==> src/rtl/traffic_gen_check_pkg.sv <==
// Shared definitions for the traffic generator/checker: FSM encoding and LFSR polynomial.
package traffic_gen_check_pkg;
   localparam int LFSR_W = 16;
   // x^16+x^14+x^13+x^11+1 in right-shifting Fibonacci form: feedback from bits 0,2,3,5.
   localparam logic [LFSR_W-1:0] LFSR_TAPS = 16'h002D;

   localparam logic [2:0] ST_IDLE  = 3'd0;
   localparam logic [2:0] ST_INIT  = 3'd1;
   localparam logic [2:0] ST_SEND  = 3'd2;
   localparam logic [2:0] ST_DRAIN = 3'd3;
   localparam logic [2:0] ST_DONE  = 3'd4;

   function automatic logic [LFSR_W-1:0] lfsr_next(input logic [LFSR_W-1:0] s);
      return {^(s & LFSR_TAPS), s[LFSR_W-1:1]};
   endfunction
endpackage

==> src/rtl/traffic_gen_check_lfsr16.sv <==
// 16-bit Fibonacci LFSR with synchronous seed load (load wins over enable).
module lfsr16
   import traffic_gen_check_pkg::*;
#(
   parameter logic [LFSR_W-1:0] RESET_VALUE = 16'hACE1
)(
   input  logic              clk,
   input  logic              reset,
   input  logic              enable,
   input  logic              load,
   input  logic [LFSR_W-1:0] seed,
   output logic [LFSR_W-1:0] state
);
   always_ff @(posedge clk or posedge reset) begin
      if (reset)
         state <= RESET_VALUE;
      else if (load)
         state <= seed;
      else if (enable)
         state <= lfsr_next(state);
   end
endmodule

==> src/rtl/traffic_gen_check.sv <==
// Traffic generator/checker: programs thresholds, pushes an incrementing or LFSR word
// stream into a FIFO device, drains its channels and counts ref/dut output disagreements.
module traffic_gen_check
   import traffic_gen_check_pkg::*;
#(
   parameter int DATA_W     = 6,
   parameter int PTR_L      = 5,
   parameter int N_CH       = 2,
   parameter int N_WORDS    = 50,
   parameter int DRAIN_IDLE = 8,
   parameter logic [LFSR_W-1:0] LFSR_SEED = 16'hACE1
)(
   input  logic                     clk,
   input  logic                     reset,
   input  logic                     start,
   input  logic                     mode,
   input  logic [PTR_L-1:0]         umbral_full_cfg,
   input  logic [PTR_L-1:0]         umbral_empty_cfg,
   input  logic                     pause,
   input  logic [N_CH-1:0]          almost_empty,
   input  logic [N_CH*DATA_W-1:0]   data_out_ref,
   input  logic [N_CH*DATA_W-1:0]   data_out_dut,
   output logic                     init,
   output logic                     push_data_in,
   output logic [DATA_W-1:0]        data_in,
   output logic [PTR_L-1:0]         umbral_full,
   output logic [PTR_L-1:0]         umbral_empty,
   output logic [N_CH-1:0]          pop,
   output logic [15:0]              mismatch_cnt,
   output logic                     done,
   output logic                     pass
);
   localparam logic [15:0]       N_WORDS_L    = 16'(N_WORDS);
   localparam logic [7:0]        DRAIN_IDLE_L = 8'(DRAIN_IDLE);
   localparam logic [DATA_W-1:0] FIRST_INC    = DATA_W'(1);

   logic [2:0]        state_reg;
   logic              start_prev_reg, init_phase_reg, mode_reg;
   logic [15:0]       words_sent_reg, words_sent_next, mismatch_next;
   logic [7:0]        idle_cnt_reg, idle_cnt_next;
   logic              start_edge, lfsr_load, lfsr_enable;
   logic [LFSR_W-1:0] lfsr_state, lfsr_after;

   assign start_edge      = start & ~start_prev_reg;
   assign lfsr_load       = start_edge && (state_reg == ST_IDLE || state_reg == ST_DONE);
   // The generator always holds the word currently on data_in; leaving INIT steps past the seed.
   assign lfsr_enable     = (state_reg == ST_INIT && init_phase_reg) ||
                            (state_reg == ST_SEND && push_data_in);
   assign lfsr_after      = lfsr_enable ? lfsr_next(lfsr_state) : lfsr_state;
   assign words_sent_next = words_sent_reg + {15'd0, push_data_in};
   assign idle_cnt_next   = idle_cnt_reg + 8'd1;

   always_comb begin
      mismatch_next = mismatch_cnt;
      if ((state_reg == ST_SEND || state_reg == ST_DRAIN) &&
          data_out_ref != data_out_dut && mismatch_cnt != 16'hFFFF)
         mismatch_next = mismatch_cnt + 16'd1;
   end

   lfsr16 #(.RESET_VALUE(LFSR_SEED)) u_lfsr (
      .clk    (clk),
      .reset  (reset),
      .enable (lfsr_enable),
      .load   (lfsr_load),
      .seed   (LFSR_SEED),
      .state  (lfsr_state)
   );

   always_ff @(posedge clk or posedge reset) begin
      if (reset) begin
         state_reg      <= ST_IDLE;
         // A start held high across reset release must not count as a fresh edge.
         start_prev_reg <= 1'b1;
         init_phase_reg <= 1'b0;
         mode_reg       <= 1'b0;
         words_sent_reg <= 16'd0;
         idle_cnt_reg   <= 8'd0;
         init           <= 1'b0;
         push_data_in   <= 1'b0;
         data_in        <= '0;
         umbral_full    <= '0;
         umbral_empty   <= '0;
         pop            <= '0;
         mismatch_cnt   <= 16'd0;
         done           <= 1'b0;
         pass           <= 1'b0;
      end else begin
         start_prev_reg <= start;
         case (state_reg)
            ST_IDLE, ST_DONE: begin
               if (start_edge) begin
                  state_reg      <= ST_INIT;
                  init           <= 1'b1;
                  init_phase_reg <= 1'b0;
                  umbral_full    <= umbral_full_cfg;
                  umbral_empty   <= umbral_empty_cfg;
                  words_sent_reg <= 16'd0;
                  mismatch_cnt   <= 16'd0;
                  mode_reg       <= mode;
                  done           <= 1'b0;
                  pass           <= 1'b0;
                  pop            <= '0;
                  push_data_in   <= 1'b0;
               end
            end
            ST_INIT: begin
               if (!init_phase_reg) begin
                  init_phase_reg <= 1'b1;
               end else begin
                  state_reg    <= ST_SEND;
                  init         <= 1'b0;
                  push_data_in <= ~pause;
                  data_in      <= mode_reg ? DATA_W'(lfsr_after) : FIRST_INC;
               end
            end
            ST_SEND: begin
               mismatch_cnt   <= mismatch_next;
               words_sent_reg <= words_sent_next;
               if (push_data_in)
                  data_in <= mode_reg ? DATA_W'(lfsr_after) : data_in + 1'b1;
               if (words_sent_next == N_WORDS_L) begin
                  state_reg    <= ST_DRAIN;
                  push_data_in <= 1'b0;
                  idle_cnt_reg <= 8'd0;
                  pop          <= '0;
               end else begin
                  push_data_in <= ~pause;
               end
            end
            ST_DRAIN: begin
               mismatch_cnt <= mismatch_next;
               if (&almost_empty) begin
                  pop <= '0;
                  if (idle_cnt_next == DRAIN_IDLE_L) begin
                     state_reg <= ST_DONE;
                     done      <= 1'b1;
                     pass      <= (mismatch_next == 16'd0);
                  end else begin
                     idle_cnt_reg <= idle_cnt_next;
                  end
               end else begin
                  idle_cnt_reg <= 8'd0;
                  pop          <= ~almost_empty;
               end
            end
            default: state_reg <= ST_IDLE;
         endcase
      end
   end
endmodule

==> config.mk <==
export PLATFORM = sky130hd
export DESIGN_NAME = traffic_gen_check
export DESIGN_NICKNAME = d
export VERILOG_FILES = /design/src/rtl/traffic_gen_check_pkg.sv /design/src/rtl/traffic_gen_check_lfsr16.sv /design/src/rtl/traffic_gen_check.sv
export SDC_FILE = /design/constraint.sdc
export NUM_CORES = 1
export LEC_CHECK = 0
export ABC_AREA = 1
export CELL_PAD_IN_SITES_DETAIL_PLACEMENT = 2
export CELL_PAD_IN_SITES_GLOBAL_PLACEMENT = 2
export CORE_MARGIN = 10
export CORE_UTILIZATION = 38
export CTS_BUF_LIST = sky130_fd_sc_hd__clkbuf_8
export DETAILED_ROUTE_END_ITERATION = 12
export DONT_BUFFER_PORTS = 1
export GPL_TIMING_DRIVEN = 0
export PLACE_DENSITY = 0.82
export SETUP_SLACK_MARGIN = 0.15
export SLEW_MARGIN = 0
export SYNTH_ARGS = -nofsm -noshare
export SYNTH_HDL_FRONTEND = slang
export SYNTH_HIERARCHICAL = 1
export SYNTH_SLANG_ARGS = --single-unit
==> constraint.sdc <==
create_clock -name clk -period 2.73 [get_ports clk]
set_input_delay 0.273 -clock clk [delete_from_list [all_inputs] [get_ports clk]]
set_output_delay 0.273 -clock clk [all_outputs]
set_load 0.005 [all_outputs]
Yosys cells after proc, flatten, opt, wreduce, memory -nomap -nowiden
Index checks and enable logic that the tools add are counted.
{"block": "totals", "ff_bits": 84, "output_inout_bits": 38}
{"block": "op_classes", "addsub": 4, "reduce_logical": 34, "n_eq_ne": 15, "mux": 39, "bitwise": 4}
{"cell": "$mux W16", "n": 4}
{"cell": "$pmux W16 S2", "n": 2}
{"cell": "$mux W6", "n": 4}
{"cell": "$mux W8", "n": 3}
{"cell": "$add A16 B1 Y16", "n": 1}
{"cell": "$add A16 B1 Y16 const B", "n": 1}
{"cell": "$eq A16 B6 Y1 const B", "n": 1}
{"cell": "$logic_not A16 Y1", "n": 1}
{"cell": "$ne A16 B16 Y1 const B", "n": 1}
{"cell": "$pmux W8 S2", "n": 1}
{"cell": "$reduce_xor A16 Y1", "n": 1}
{"cell": "$mux W3", "n": 5}
{"cell": "$reduce_and A3 Y1", "n": 5}
{"cell": "$reduce_bool A2 Y1", "n": 7}
{"cell": "$ne A12 B12 Y1", "n": 1}
{"cell": "$pmux W3 S4", "n": 1}
{"cell": "$pmux W6 S2", "n": 1}
{"cell": "$reduce_and A2 Y1", "n": 5}
{"cell": "$mux W1", "n": 9}
{"cell": "$add A8 B1 Y8 const B", "n": 1}
{"cell": "$eq A8 B4 Y1 const B", "n": 1}
{"cell": "$pmux W1 S2", "n": 4}
{"cell": "$add A6 B1 Y6 const B", "n": 1}
{"cell": "$eq A3 B2 Y1 const B", "n": 2}
{"cell": "other kinds (18)", "n": 33}

Longest topological paths before layout
Gate-level depths: netlist of the first run.
{"block": "logic_depth", "ltp_word": 9, "ltp_mapped": 15}

Cells and area by module
Netlist of the first run, hierarchy kept.
{"module": "traffic_gen_check", "area_per_inst_um2": 4226.6, "n_inst": 1, "cells_per_inst": 577}
{"module": "lfsr16", "area_per_inst_um2": 803.3, "n_inst": 1, "cells_per_inst": 99}

Worst setup path before layout of the first run
No wires, ideal clock.
{"block": "synth_path", "path_type": "register to register", "start": "register push_data_in", "end": "register idle_cnt_reg[4]", "synth_period_minus_slack_ns": 1.982, "arrival_ns": 1.865, "t_required_ns": 2.613, "path_stages_with_launch": 13, "path_slack_ns": 0.748, "path_cell_list": "dfrtp_1 ha_1 ha_1 nand3_2 nor2_4 nand3b_4 xor2_1 nor3_1 nand3_2 nand2_4 nand2_4 nand2_1 nand2_1"}
{"block": "synth_between", "elab_chain_len": 4}
{"item": "from (decl)", "line_no": "traffic_gen_check.sv:24", "text": "output logic push_data_in,"}
{"item": "from (signal assigned)", "line_no": "traffic_gen_check.sv:112", "text": "push_data_in <= ~pause;"}
{"item": "from (signal assigned)", "line_no": "traffic_gen_check.sv:127", "text": "push_data_in <= ~pause;"}
{"item": "$add A16 B1 Y16", "line_no": "traffic_gen_check.sv:50", "text": "assign words_sent_next = words_sent_reg + {15'd0, push_data_in};"}
{"item": "$eq A16 B6 Y1", "line_no": "traffic_gen_check.sv:121", "text": "if (words_sent_next == N_WORDS_L) begin"}
{"item": "$ne A2 B1 Y1 (no line)"}
{"item": "$reduce_and A3 Y1 (no line)"}
{"item": "to (signal assigned)", "line_no": "traffic_gen_check.sv:139", "text": "idle_cnt_reg <= idle_cnt_next;"}
{"item": "to (decl)", "line_no": "traffic_gen_check.sv:40", "text": "logic [7:0] idle_cnt_reg, idle_cnt_next;"}
Every way passes these cells.
A chain may end at the register's enable or synchronous reset.

Worst setup path after layout of the first run
{"block": "layout_path", "start": "register push_data_in", "end": "register idle_cnt_reg[3]"}
Same word-level chain as after synthesis.

==> key figures, run 1 <==
Logic synthesis
  – Post-synth EDFFs: 0
  – Synth Flop Type: dfrtp_1
  – Post-Synth Simple-Gate Area: 36.12%
  – Post-synth top cells: nand2_1, dfrtp_1, inv_1
  – Largest family of logic cells by synthesized area: simple AND/OR/NAND/NOR gates
  – Synth Area in XOR/XNOR: under 10%
  – Adder-cell share of the synthesized area: 1.493%
  – Top cell type's share of synthesized area: 37.31%
  – Syn Area/Cell: between 7 and 8 sq um
  – Post-synthesis sequential area ratio: 42.01%
  – Yosys top cell by area: dfrtp_1
  – Ys async rst share: 100.0%
  – Synth cell types: 39
  – #FFs+latches synth: 84
  – Yosys warns: 6
  – Multiplexer share of the synthesized area: 0%
  – Mapped Area: 0.005030 sq mm
  – Main area contributors after synthesis: dfrtp_1, nand2_1, inv_1
  – Complex-gate fraction of the synthesized area: 6.368%
  – Mapped Cells: 676
  – Count leader, synth: nand2_1

Critical path
  – CP max FO: 9
  – R2R cell count: 14
  – R2R setup slack: 0.37 ns
  – Worst EP arrival: 2.64 ns
  – Worst r2r dst: idle_cnt_reg[3]
  – Setup crit end kind: flip-flop
  – Crit path kind: flip-flop to flip-flop
  – Crit start category: flip-flop
  – Worst endpoint required time: 3.01 ns
  – Worst r2r src: push_data_in

Timing
  – Tcrit/Tclk final: between 80% and 90%
  – Max Clk Rate: 423.2 MHz
  – Max_slew headroom: a little under three fifths
  – RSZ-0062 raised after global routing: false
  – Worst slew pin tran: 0.6652 ns
  – Fin Clk Skew: 0.007831 ns
  – Final hold violation count: 0
  – Worst hold slack: 0.02580 ns
  – Slew Limit Fails: 0
  – Final setup vio count: 0
  – Setup WS post-layout: roughly 0.37 ns
  – Total Neg Setup Slack: 0 ns
  – Final Critical Period: 2.363 ns

Clock network
  – Total CTS buffers: 9
  – TritonCTS clock tree: built
  – Num Clock Sinks: 84
  – Max Root-Sink Buffers: 2
  – Worst-path clk slew: 0.09 ns
  – H-tree depth: 3
  – Post-CTS setup buffers: 0
  – Root buffer cell: clkbuf_8
  – Clock latency on the worst-skew pair: ~0.38 ns

Job
  – Max Cap Viol: 0

Floorplanning
  – Die Ht: roughly 140 um
  – Core area: 0.01277 sq mm
  – I/O pin count: 79
  – Initial core utilization: 39.38%
  – Die area: roughly 0.018 sq mm
  – Cell Rows: 41
  – Die X: 135.1 um

Route
  – Vias after detailed routing: 4636
  – Wirelength, routed: 16540 um
  – Post-DRT Antenna Nets: 0
  – Routed length per instance: 18.58 um
  – DRC errors left: 0
  – First DRT Iteration DRCs: around 210
  – Drt pass-1 iters: 4
  – Vias/cell: 5.209

Final layout
  – Non-Filler Instances: 890
  – Nets: 760
  – Synthesis-to-finish area growth: 11.87%
  – Finished Core Util: 44.05%
  – Layout cells sized above 1: a little under a tenth
  – N_diodes: 0
  – Design Area, Final: 0.005627 sq mm

Hold path
  – Min-delay src: mode
  – WHS Path Cells: 2
  – Min-delay worst type: primary input to flip-flop
  – Hold EP: mode_reg

Placed design
  – GPL Wtd Cong: 0.8296
  – Pre-CTS WS: 0.2517 ns
  – I/O Buffers: 0
  – Placed Cells: roughly 860
  – Post-DP Area: approximately 0.0053 sq mm
  – Hpwl dp: ~12000 um

Global route
  – Vias in the first global route: 5247
  – Initial antenna violation count: 0
  – Grt ovf: 0
  – First-pass GRT wire length: 27270 um
  – Largest net degree at the start of global routing: 67
  – GRT Resource Usage Total: 18.65%

Power and ir drop
  – Peak supply drop: 0.5205 mV
  – PD cells: 919.2 mW/mm^2
  – Leak: 2.754 nW
  – Total Power: 5.172 mW

Outcome
  – Outcome: finished clean
## per-layer routing
| metal | share of wire [%] | routed length [um] | track usage [%] | vias to the layer above |
|---|---|---|---|---|
| li1 | - | - | - | 2211 |
| met1 | 40 | 6560 | 20.02 | 2360 |
| met2 | 55 | 9073 | 34.79 | 52 |
| met3 | 4.3 | 716 | 5.675 | 13 |
| met4 | 1.1 | 188 | 4.366 | 0 |
| met5 | 0 | 0 | 0 | - |
## placed cells by master, fill, tap and decap left out, types with 2 or more instances in the layout
cell type      instances
o21ai_0               28
nand2_4                2
nor3_1                 6
o22ai_1               14
a21oi_1                5
nand2_1              253
nand3_1               45
nand2_2                2
clkbuf_8               9
nor2_2                 5
clkbuf_1               6
buf_6                  2
buf_4                  2
o211ai_1               3
buf_1                  3
inv_2                  4
dfrtp_1               74
xnor2_1               13
clkinvlp_4             2
buf_2                  3
dfstp_2                9
nor2_4                 8
nand3_2                7
conb_1                16
inv_1                 74
clkbuf_2               2
nor2_1                40
a22oi_1                3
nand4_1               24
ha_1                   6
dlygate4sd3_1         11
xor2_1                21
## power by group
part / total (mW) / internal (mW) / switching (mW) / leakage (nW)
Combinational: 2.07 / 0.688 / 1.38 / 1.57
Sequential: 2.21 / 1.72 / 0.494 / 1.09
Clock: 0.890 / 0.411 / 0.478 / 0.0990
Total: 5.17 / 2.82 / 2.35 / 2.75
## cell families (layout without fill, tap and decap cells)
family	Yosys count	after routing
and+or+nand+nor	398	398
AOI/OAI and AO/OA	56	56
xor gates and xnor gates	35	35
DFF	84	84
buffers and inverters	95	123
adders and majority gates	6	6
other	2	16
## worst max path at each step
stage / depth (start not counted) / slack, ns / from / to
after floorplan: 1 / 0.75 / reset / data_in[0]
after global placement: 1 / -0.22 / reset / words_sent_reg[5]
after detailed placement: 10 / 0.25 / state_reg[0] / u_lfsr/state[12]
after CTS: 10 / 0.22 / state_reg[0] / u_lfsr/state[9]
after global routing: 13 / 0.18 / mismatch_cnt[0] / pass
final: 14 / 0.37 / push_data_in / idle_cnt_reg[3]
## worst max-delay path, stage by stage (launching register included)
cell and delay, ns:
dfrtp_2 0.44, ha_1 0.17, ha_1 0.21, nand3_2 0.13, nor2_4 0.17, nand3b_4 0.13
nor2_4 0.13, xor2_2 0.18, nand2_1 0.09, nor2_2 0.10, nand3_2 0.10, nand2_4 0.16
nand2_4 0.11, nand2_1 0.09, nand2_1 0.06
## cell type report
class                      count  area, sq um
buffer                        18        96.34
clock buffer                   9        123.9
clock inverter                 7        61.31
fill                        1537         7147
inverter                      77        291.5
multi-input combinational    511         2586
sequential                    84         2115
tap                          172        215.2
timing repair buffer          12        137.6
## what timing repair did
action | CTS | global route
hold endpoints to repair | 85 | 0
gates resized for setup | 0 | 5
hold buffers | 11 | 0
endpoints found under the setup margin | 0 | 21
Power figures use the tool's default switching activity.
==> inputs of run 2 (changes only) <==
CORE_MARGIN = 1   (was 10)
clock period = 2.43 ns   (was 2.73 ns; I/O delays follow)
==> run 2 against run 1 <==
  * Clock skew is 0.0032 ns higher
  * Critical endpoint is now idle_cnt_reg[4]
  * Hold slack gained 0.00073 ns
  * Total power rose by 23%
  * Maximum frequency grew 3.9%
  * Highest routed layer unchanged
  * Sequential power rose by 14%
  * Setup slack lost 0.21 ns
  * Largest power group is now combinational cells
==> key figures, run 2 (synthesis gave the netlist of run 1 again) <==
Outcome
  – Outcome: finished clean

Final layout
  – Most frequent cells in the layout: nand2_1, dfrtp_1, inv_1
  – Commonest non-fill, non-tap cell in the layout: nand2_1
  – Finished Core Util: 46.51% (+2.5 points)
  – Synthesis-to-finish area growth: 18.11%
  – Nets: 775 (+2.0%)
  – Layout cells sized above 1: 13.78% (+4.4 points)
  – N_diodes: 0 (unchanged)

Critical path
  – CP max FO: 8 (-1)
  – Crit path kind: flip-flop to flip-flop
  – R2R setup slack: 0.16 ns (-0.21 ns)
  – Crit start category: flip-flop
  – Slowest CP cell: dfrtp_2
  – Slowest stage delay, CP: 0.46 ns (+0.02 ns)
  – Worst EP arrival: 2.55 ns (-0.09 ns)
  – R2R cell count: 14 (unchanged)
  – Worst endpoint required time: 2.70 ns (-0.31 ns)
  – Setup crit end kind: flip-flop
  – Worst-path cell chain: ha_4, ha_4, nand3_4, nor2_4, nand3b_4, nor2_4, xor2_2, nand2_1, nor2_2, nand3_2, nand2_4, nand2_8, nand2_2, nand2_2

Timing
  – Total Neg Setup Slack: 0 ns (unchanged)
  – Max Clk Rate: 439.8 MHz (+3.9%)
  – Tcrit/Tclk final: 93.56% (+7.0 points)
  – Worst hold slack: 0.02653 ns (+0.0007302 ns)
  – Worst slew pin tran: 0.6528 ns (-0.01243 ns)
  – Fin Clk Skew: 0.01100 ns (+0.003171 ns)
  – Final Critical Period: 2.274 ns (-0.08956 ns)
  – RSZ-0062 raised after global routing: true
  – Final hold violation count: 0 (unchanged)
  – Slew Limit Fails: 0 (unchanged)
  – Max_slew headroom: 56.43% (+0.83 points)
  – Final setup vio count: 0 (unchanged)

Power and ir drop
  – Clock power frac: 20.1% (+2.9 points)
  – NetSw: 2.820 mW (+20%)
  – PD cells: 1068 mW/mm^2 (+16%)
  – Leak: 2.856 nW (+3.7%)
  – Logic gate share of total power: 40.2% (+0.2 points)
  – Reg power frac: 39.7% (-3.1 points)
  – Peak supply drop: 0.5630 mV (+8.2%)
  – Cell internal pwr: 3.524 mW (+25%)
  – Sw frac: 44.45% (-1.1 points)

Global route
  – GRT Resource Usage Total: 25.79% (+7.1 points)
  – First-pass GRT wire length: 26640 um (-2.3%)
  – Vias in the first global route: 5387 (+2.7%)
  – Initial antenna violation count: 0 (unchanged)
  – Grt ovf: 0 (unchanged)
  – Largest net degree at the start of global routing: 47 (-30%)

Route
  – First DRT Iteration DRCs: 180 (-15%)
  – Wirelength, routed: 16830 um (+1.8%)
  – Post-DRT Antenna Nets: 0 (unchanged)
  – Vias after detailed routing: 4759 (+2.7%)
  – DRC errors left: 0 (unchanged)
  – Routed length per instance: 18.59 um (about the same)
  – Vias/cell: 5.259 (+0.95%)
  – Drt pass-1 iters: 4 (unchanged)

Placed design
  – Hpwl dp: 11590 um (-4.8%)
  – I/O Buffers: 0 (unchanged)
  – GPL Wtd Cong: 0.8222 (-0.89%)

Floorplanning
  – Cell Rows: 41 (unchanged)
  – Initial core utilization: 39.38% (unchanged)
  – I/O pin count: 79 (unchanged)
  – Core area: 0.01277 sq mm (unchanged)
  – Die area: 0.01370 sq mm (-25%)
  – Die Ht: 117.1 um (-13%)
  – Die X: 117.1 um (-13%)

Clock network
  – Num Clock Sinks: 84 (unchanged)
  – TritonCTS clock tree: built
  – Total CTS buffers: 9 (unchanged)
  – Clock latency on the worst-skew pair: 0.38 ns (about the same)
  – Worst-path clk slew: 0.09 ns (about the same)
  – Root buffer cell: clkbuf_8
  – Max Root-Sink Buffers: 2 (unchanged)
  – H-tree depth: 3 (unchanged)

Job
  – Max Cap Viol: 0 (unchanged)

Hold path
  – Min-delay worst type: primary input to flip-flop
  – WHS Path Cells: 3 (+1)
[run 2: cell types whose count changed in the layout (fill, tap and decap cells not counted), sizes merged]
cell	previous run	this run
buf	11	21
bufinv	1	3
clkbuf	17	18
clkinvlp	2	0
dlygate4sd3	11	15
inv	79	78
nand2	257	258
[run 2: timing repair]
item	CTS	global route
setup buffers	4	6
setup endpoints to repair	31	32
pin swaps	8	9
cloned	1	0
hold buffers	15	0
endpoints found under the hold margin	44	0
gates resized for setup	22	18
[run 2: per-stage QoR]
stage / instance area [sq um] / power [mW] / std cells / worst slack, ns
after floorplan: 5082 / 4.036 / 690 / 0.4484
after global placement: 5298 / 4.590 / 862 / -0.5188
after detailed placement: 5328 / 4.795 / 863 / -0.05584
after CTS: 5848 / 6.214 / 899 / 0.1066
after global routing: 5941 / 6.801 / 905 / 0.0004803
final: 5941 / 6.344 / 905 / 0.1564
[run 2: area by class of cell]
| cell class | count | area (sq um) |
|---|---|---|
| Sequential cell | 84 | 2116 |
| Clock inverter | 6 | 111.4 |
| Buffer | 18 | 103.9 |
| Tap cell | 172 | 215.2 |
| Clock buffer | 10 | 137.6 |
| Inverter | 77 | 291.5 |
| Fill cell | 1479 | 6833 |
| Multi-Input combinational cell | 512 | 2713 |
| Timing Repair Buffer | 26 | 252.7 |
[run 2: routing by layer]
metal  vias up  share of wire (%)  global-route usage (%)
li1       2238                  -                       -
met1      2435                 40                   28.29
met2        73                 56                   50.77
met3        13                3.2                   5.458
met4         0                1.1                   5.063
met5         -                  0                       0
[run 2: power by group through the flow]
stage	clock network [mW]	logic [mW]	registers (mW)
3_5_place_dp	0	2.30	2.49
6_report	1.27	2.55	2.52
2_1_floorplan	0	1.72	2.32
5_1_grt	1.36	2.86	2.58
4_1_cts	1.30	2.43	2.49
3_3_place_gp	0	2.14	2.45
[run 2: worst max-delay path: cells and delay by family, from the launching register on]
family	cells	cell delay [ns]
xor gates and xnor gates	1	0.17
DFF	1	0.46
adders and majority gates	2	0.30
and+or+nand+nor	11	1.22
[run 2: worst paths after layout]
path,from,to
min in group asynchronous,reset,umbral_empty[1]
setup reg to reg,push_data_in,idle_cnt_reg[4]
hold / removal,pause,push_data_in
max in group asynchronous,reset,start_prev_reg
setup / recovery,push_data_in,idle_cnt_reg[4]
hold reg to reg,u_lfsr/state[7],u_lfsr/state[7]
